===== src/rtl/mul_mac_unit.sv =====
// Iterative multiply / multiply-accumulate unit. Consumes the multiplier in
// four DATA_W/4-bit chunks (one per CALC cycle), then completes in DONE.
// Ports:
//   clk, rst              clock, synchronous active-high reset
//   alu_control, start    op code and request (sampled in IDLE)
//   operand_a, operand_b  multiplicand / multiplier
//   flush, acc_clr        abort in-flight op / clear accumulator
//   result, done          result (valid with done) and 1-cycle done pulse
//   stall, acc_out        ID/EX hold request and accumulator value
module mul_mac_unit #(
   parameter int         DATA_W = 64,
   parameter logic [3:0] MUL_OP = 4'd8,
   parameter logic [3:0] MAC_OP = 4'd9
) (
   input  logic              clk,
   input  logic              rst,
   input  logic [3:0]        alu_control,
   input  logic              start,
   input  logic [DATA_W-1:0] operand_a,
   input  logic [DATA_W-1:0] operand_b,
   input  logic              flush,
   input  logic              acc_clr,
   output logic [DATA_W-1:0] result,
   output logic              done,
   output logic              stall,
   output logic [DATA_W-1:0] acc_out
);
   localparam int Q  = DATA_W / 4;
   localparam int SW = $clog2(DATA_W);

   typedef enum logic [1:0] {IDLE, CALC, DONE} state_t;

   state_t            state;
   state_t            state_nx;
   logic [1:0]        step;
   logic              is_mac;
   logic [DATA_W-1:0] a_q;
   logic [DATA_W-1:0] b_q;
   logic [DATA_W-1:0] prod;
   logic [DATA_W-1:0] acc;
   logic [DATA_W-1:0] res_q;

   logic              op_ok;
   logic              accept;
   logic [SW-1:0]     shamt;
   logic [Q-1:0]      chunk;
   logic [DATA_W-1:0] pp;
   logic [DATA_W-1:0] fin;

   assign op_ok  = (alu_control == MUL_OP) || (alu_control == MAC_OP);
   assign accept = (state == IDLE) && start && op_ok && !flush;

   // Bit offset of the multiplier chunk handled in the current step.
   always_comb begin
      shamt = '0;
      unique case (step)
         2'd0:    shamt = '0;
         2'd1:    shamt = SW'(Q);
         2'd2:    shamt = SW'(2 * Q);
         default: shamt = SW'(3 * Q);
      endcase
   end

   assign chunk = Q'(b_q >> shamt);
   assign pp    = (a_q * {{(DATA_W-Q){1'b0}}, chunk}) << shamt;
   assign fin   = is_mac ? acc + prod : prod;

   // done is squashed by flush/rst so an aborted op never reports.
   assign done    = (state == DONE) && !flush && !rst;
   assign stall   = !rst && (accept || (state == CALC));
   assign result  = done ? fin : res_q;
   assign acc_out = acc;

   always_ff @(posedge clk) begin
      if (rst) state <= IDLE;
      else     state <= state_nx;
   end

   always_comb begin
      state_nx = state;
      unique case (state)
         IDLE:    if (accept) state_nx = CALC;
         CALC:    if (step == 2'd3) state_nx = DONE;
         DONE:    state_nx = IDLE;
         default: state_nx = IDLE;
      endcase
      if (flush) state_nx = IDLE;
   end

   always_ff @(posedge clk) begin
      if (rst) begin
         step   <= '0;
         is_mac <= 1'b0;
         a_q    <= '0;
         b_q    <= '0;
         prod   <= '0;
         acc    <= '0;
         res_q  <= '0;
      end else begin
         if (accept) begin
            a_q    <= operand_a;
            b_q    <= operand_b;
            is_mac <= (alu_control == MAC_OP);
            prod   <= '0;
            step   <= '0;
         end
         if (state == CALC) begin
            prod <= prod + pp;
            step <= step + 2'd1;
         end
         if (flush) begin
            prod <= '0;
            step <= '0;
         end
         if (done) begin
            res_q <= fin;
            if (is_mac) acc <= fin;
         end
         // Clear wins over a coincident MAC write-back.
         if (acc_clr) acc <= '0;
      end
   end

endmodule

===== config.mk =====
export PLATFORM = sky130hd
export DESIGN_NAME = mul_mac_unit
export DESIGN_NICKNAME = d
export VERILOG_FILES = /design/src/rtl/mul_mac_unit.sv
export SDC_FILE = /design/constraint.sdc
export NUM_CORES = 2
export LEC_CHECK = 0
export ABC_CLOCK_PERIOD_IN_PS = 11000
export CAP_MARGIN = 0
export CELL_PAD_IN_SITES_DETAIL_PLACEMENT = 1
export CELL_PAD_IN_SITES_GLOBAL_PLACEMENT = 2
export CORE_MARGIN = 5
export CORE_UTILIZATION = 35
export CTS_BUF_LIST = sky130_fd_sc_hd__clkbuf_8
export DETAILED_ROUTE_END_ITERATION = 12
export MAX_ROUTING_LAYER = met4
export PLACE_DENSITY_LB_ADDON = 0.1
export SETUP_SLACK_MARGIN = 0.2
export SYNTH_ARGS = -nofsm -noshare
export SYNTH_HDL_FRONTEND = slang
export SYNTH_SLANG_ARGS = --single-unit

===== constraint.sdc =====
create_clock -name clk -period 11 [get_ports clk]
set_input_delay 2.2 -clock clk [delete_from_list [all_inputs] [get_ports clk]]
set_output_delay 2.2 -clock clk [all_outputs]
set_load 0.005 [all_outputs]

# Word-level counts from Yosys, hierarchy flattened
# Cells that the tools add are included.
# op_classes
eq_ne	9
n_reduce_logical	17
shift	2
n_bitwise	0
n_div	0
muxes	10
multipliers	1
order_cmp	0
add_sub_neg	3
# op_table
operator	n
64-bit 2-to-1 mux	4
64-bit adder	2
64-bit by 16-bit multiplier with 64-bit output	1
64-bit by 6-bit left shift with 64-bit output	1
64-bit by 6-bit right shift with 16-bit output	1
6-bit one-hot mux with 3 select lines	1
4-bit equality test, second input constant	2
2-bit 2-to-1 mux	4
2-bit equality test, second input constant	3
1-bit logical AND	6
2-bit by 1-bit equality test with 1-bit output, second input constant	2
2-bit zero test	2
2-bit one-hot mux with 2 select lines	1
2-bit AND reduction	2
2-bit OR reduction	2
2-bit by 1-bit adder with 2-bit output, second input constant	1
1-bit zero test	2
1-bit logical OR	2
2-bit by 1-bit != test with 1-bit output, second input constant	1
2-bit != test, second input constant	1
2-bit nonzero test	1
# word_totals
in_bits	137
output_inout_bits	130
wordCells	50
ramBits	0
latch_bits	0
romBits	0
reg_bits	325
mem_count	0

# Longest topological paths before layout
# depth
ltp_word	7
mapped_depth	50
depth_no_buf	45

# Worst setup path before layout
# OpenSTA, ideal clock, no wires.
# synth_path
path_type	register to register
startpoint	register step[1]
endpoint	register prod[63]
stages_incl_launch_ff	49
synth_period_minus_slack_ps	10209
setup_time_ps	121
t_required_ps	10879
n_path_buf	4
arrival_time_ps	10088
setup_slack_ps	791
cell_sequence	dfxtp_1 inv_1 ha_1 nor2_2 buf_2 nand2_1 a31oi_1 clkbuf_1 clkbuf_1 nand2_1 fa_1 inv_1 fa_1 inv_1 fa_1 inv_1 fa_1 fa_1 [... 13 more ...] xnor2_1 nor2_1 a21oi_1 o22ai_1 ha_1 and3_1 and3_1 o2111ai_1 or2_2 or3_1 o2111ai_1 a31oi_1 o21ai_0 a21oi_1 o21ai_0 xnor2_1 nand2b_1 mux2i_1
# synth_between
elab_chain_len	7
elab_cells_between_ends	9
cone_classes	1 x add/sub; 1 x mul; 2 x eq/ne; 2 x shift; 2 x mux; 1 x reduce/logical
# synth_lines
element	line	source
start: declaration	35	logic [1:0] step;
start signal: assignment	109	step <= step + 2'd1;
2-bit equality test (tied with other cells)	56	unique case (step)
6-bit one-hot mux with 3 select lines (*)	56	
64-bit by 6-bit right shift with 16-bit output	64	assign chunk = Q'(b_q >> shamt);
64-bit by 16-bit multiplier with 64-bit output	65	assign pp = (a_q * {{(DATA_W-Q){1'b0}}, chunk}) << shamt;
64-bit by 6-bit left shift with 64-bit output (*)	65	
64-bit adder (*)	108	prod <= prod + pp;
64-bit 2-to-1 mux (*)	107	if (state == CALC) begin
end signal: assignment	108	
end: declaration	39	logic [DATA_W-1:0] prod;
# Mark *: on every way between the ends. The rest lies on a longest branch, timed or not.
# A chain may end at the register's enable or synchronous reset.

# Worst setup path after layout
# layout_path
startpoint	register step[0]
endpoint	register prod[61]
# The elaborated chain is that of the path after synthesis.

==> run summary <==
Outcome = completed
Worst VDD drop = 0.0733 mV
Width of the die = 374 um
Hold Crit Start = b_q[1]
Max_slew headroom = 26.5%
# IOs = 267
Final ANT Viol Nets = 0
Synth Instances = 5708
Final hold vios = 0
Vias/cell = 5.14
H-tree depth = 3
Worst Setup Path Type = flop to flop
Vias after detailed routing = 40300
Number of global-route vias before repair = 43600
Syn_area_per_cell = 8.12 sq um
Clock Tree Buf Depth = 3
Commonest non-fill, non-tap cell in the layout = nand2_1
Worst Setup End Kind = flop
Share of Yosys cell area claimed by the top area cell type = 32.6%
YS warnings = 0
Initial DRC count = 2085
Worst reg2reg path endpoint = prod[61]
CTS sink cnt = 325
Slew Viols, Final = 0
Worst hold path type = flop to flop
Yosys reg bits = 325
GRT Total Usage = 25.0%
Chip height = 374 um
Clock slew at reported path FFs = 60 ps
F_max = 0.0953 GHz
Commonest non-fill, non-tap cells in the layout = nand2_1, inv_1, fa_1, a21oi_1, dfxtp_1
Fin crit period = 10490 ps
TritonCTS clock tree = yes
Startpoint types = flop
Setup slack, reg-to-reg = 510 ps
Pwr Total = 2.85 mW
Worst r2r src = step[0]
# port buffers = 266
Critical Path AT = 11120 ps
Fin nets = 7165
RSZ-0062 raised after global routing = true
Placer congestion estimate = 0.906
Async set-reset flop share out of synthesis = 0%
Required @ worst endpoint = 11630 ps
Placed cell count = 7687
Wire length per cell = 22.2 um
Starting Density = 35.2%
Cell count of the worst reg-to-reg path = 46
Largest stage delay on the critical path = 530 ps
Clock skew = 48.7 ps
Yosys cell types = 84
Hpwl dp = 134000 um
Area leader, netlist = fa_1
DRC violations left = 0
Slew @ Worst Pin = 1100 ps
Synth area leaders = fa_1, dfxtp_1, nand2_1, ha_1, inv_1
Post-Layout Inst Area = 55000 sq um
PwrDens = 51.9 nW/um^2
Die area = 140000 sq um
Worst-path fanout max = 12
CP Buf/Inv Count = 10
Mapped cell area = 46400 sq um
First-pass GRT wire length = 265000 um
Drt first pass iters = 5
Register area share after synthesis = 14.0%
Final setup violation count = 0
Remaining Overflow, GRT = 0
Area Overhead vs Synth = 18.7%
Largest net degree at the start of global routing = 83
DRT Wirelength = 174000 um
Clock latency on the worst-skew pair = 750 ps
Crit path from = step[0]
Slowest cell on crit path = fa_1
Row cnt = 133
Mapped Nets = 6835
Hold Buf Count CTS = 0
Number of enable flip-flop cells after synthesis = 0
DP Area = 52600 sq um
CTS buffer count = 68
Core area = 132000 sq um
Core Util, Final = 41.8%
FILL cells = 15700
Proportion of layout cells with a drive suffix above 1 = 9.17%
Leak pwr = 24.2 nW
CP top delay family = adder cells
Final instance count without filler cells = 7847
TNS Setup = 0 ps
Hold path endpoint = b_q[1]
Hold Crit Depth = 2
Period utilisation layout = 95.3%
Ys flop type = dfxtp_1
Clock root buffer = clkbuf_8
Initial antenna violation count = 7
Max Cap Violations = 0
==> worst max path at each step <==
stage	to	depth (start not counted)	slack, ps
after floorplan	prod[63]	48	790
after global placement	prod[63]	48	310
after detailed placement	prod[63]	45	200
after CTS	prod[63]	45	210
after global routing	prod[63]	46	140
final	prod[61]	46	510
==> cell families after synthesis <==
group / share of synthesized area, %
adder cells (fa/ha/maj): 38.9
multiplexers: 1.04
XOR/XNOR: 3.82
flip-flops: 14.0
buffers and inverters: 9.08
AO/OA/AOI/OAI: 13.5
AND/OR/NAND/NOR: 19.6
==> worst register-to-register path: cells and delay by family (launching register included) <==
kind | cells | cell delay [ps]
AO/OA/AOI/OAI | 12 | 2460
XOR/XNOR | 2 | 370
adder cells (fa/ha/maj) | 9 | 3860
buffers and inverters | 10 | 1120
flip-flops | 1 | 390
multiplexers | 1 | 120
AND/OR/NAND/NOR | 12 | 2100
==> cells in the mapped netlist (all sizes together) (9+ instances only) <==
cell type / n
nand2: 1236
inv: 775
fa: 754
a21oi: 414
dfxtp: 325
and2: 309
clkbuf: 294
ha: 236
o21ai: 215
nor2: 149
a21o: 138
xnor2: 127
nor2b: 85
xor2: 72
a31oi: 47
nor3: 47
mux2i: 46
nand3: 45
a211oi: 42
buf: 40
o21bai: 35
and3: 34
nand2b: 34
nand4: 31
o21a: 15
o22ai: 13
a22o: 10
o211ai: 10
a21boi: 9
nor3b: 9
==> layer usage <==
| metal | share of wire, % | vias to the layer above | wire [um] | track usage, % |
|---|---|---|---|---|
| met5 | 0 | - | 0 | - |
| met4 | 1.7 | 0 | 3020 | 4.79 |
| met3 | 3.8 | 153 | 6660 | 2.61 |
| met2 | 49 | 725 | 85800 | 42.6 |
| met1 | 45 | 20800 | 78500 | 32.6 |
| li1 | - | 18600 | - | - |
==> timing repair <==
action	4_1_cts	5_1_grt
pin swaps	1	37
cloned	1	7
resized for setup	7	100
endpoints found under the setup margin	1	22
setup buffers	0	28
==> metrics by stage <==
step,hold slack [ps],setup slack (ps)
detailed placement,451,199
global route,472,137
floorplan,432,791
finish,456,512
CTS,459,207
global placement,442,307
==> state kept, by name (all words and copies together) (netlist names) <==
signal,count
res_q,64
state,2
prod,64
a_q,64
acc_out,64
step,2
b_q,64
is_mac,1
==> area by class of cell <==
| type | count | area [sq um] | share of cell area (%) |
|---|---|---|---|
| Clock buffer | 78 | 1070 | 1.95 |
| Tap cell | 1755 | 2200 | 3.99 |
| Timing Repair Buffer | 592 | 5530 | 10.1 |
| Sequential cell | 325 | 6520 | 11.8 |
| Multi-Input combinational cell | 4276 | 36300 | 66.1 |
| Antenna cell | 5 | 12.5 | 0.0227 |
| Inverter | 775 | 2910 | 5.29 |
| Clock inverter | 41 | 429 | 0.780 |
==> power by group <==
group / internal, mW / leakage [nW] / total, mW / switching [mW]
clock network: 0.844 / 0.832 / 1.49 / 0.642
registers: 1.18 / 2.62 / 1.20 / 0.0152
logic: 0.0738 / 20.8 / 0.170 / 0.0959
total: 2.10 / 24.2 / 2.85 / 0.754
(Power assumes the default switching activity.)
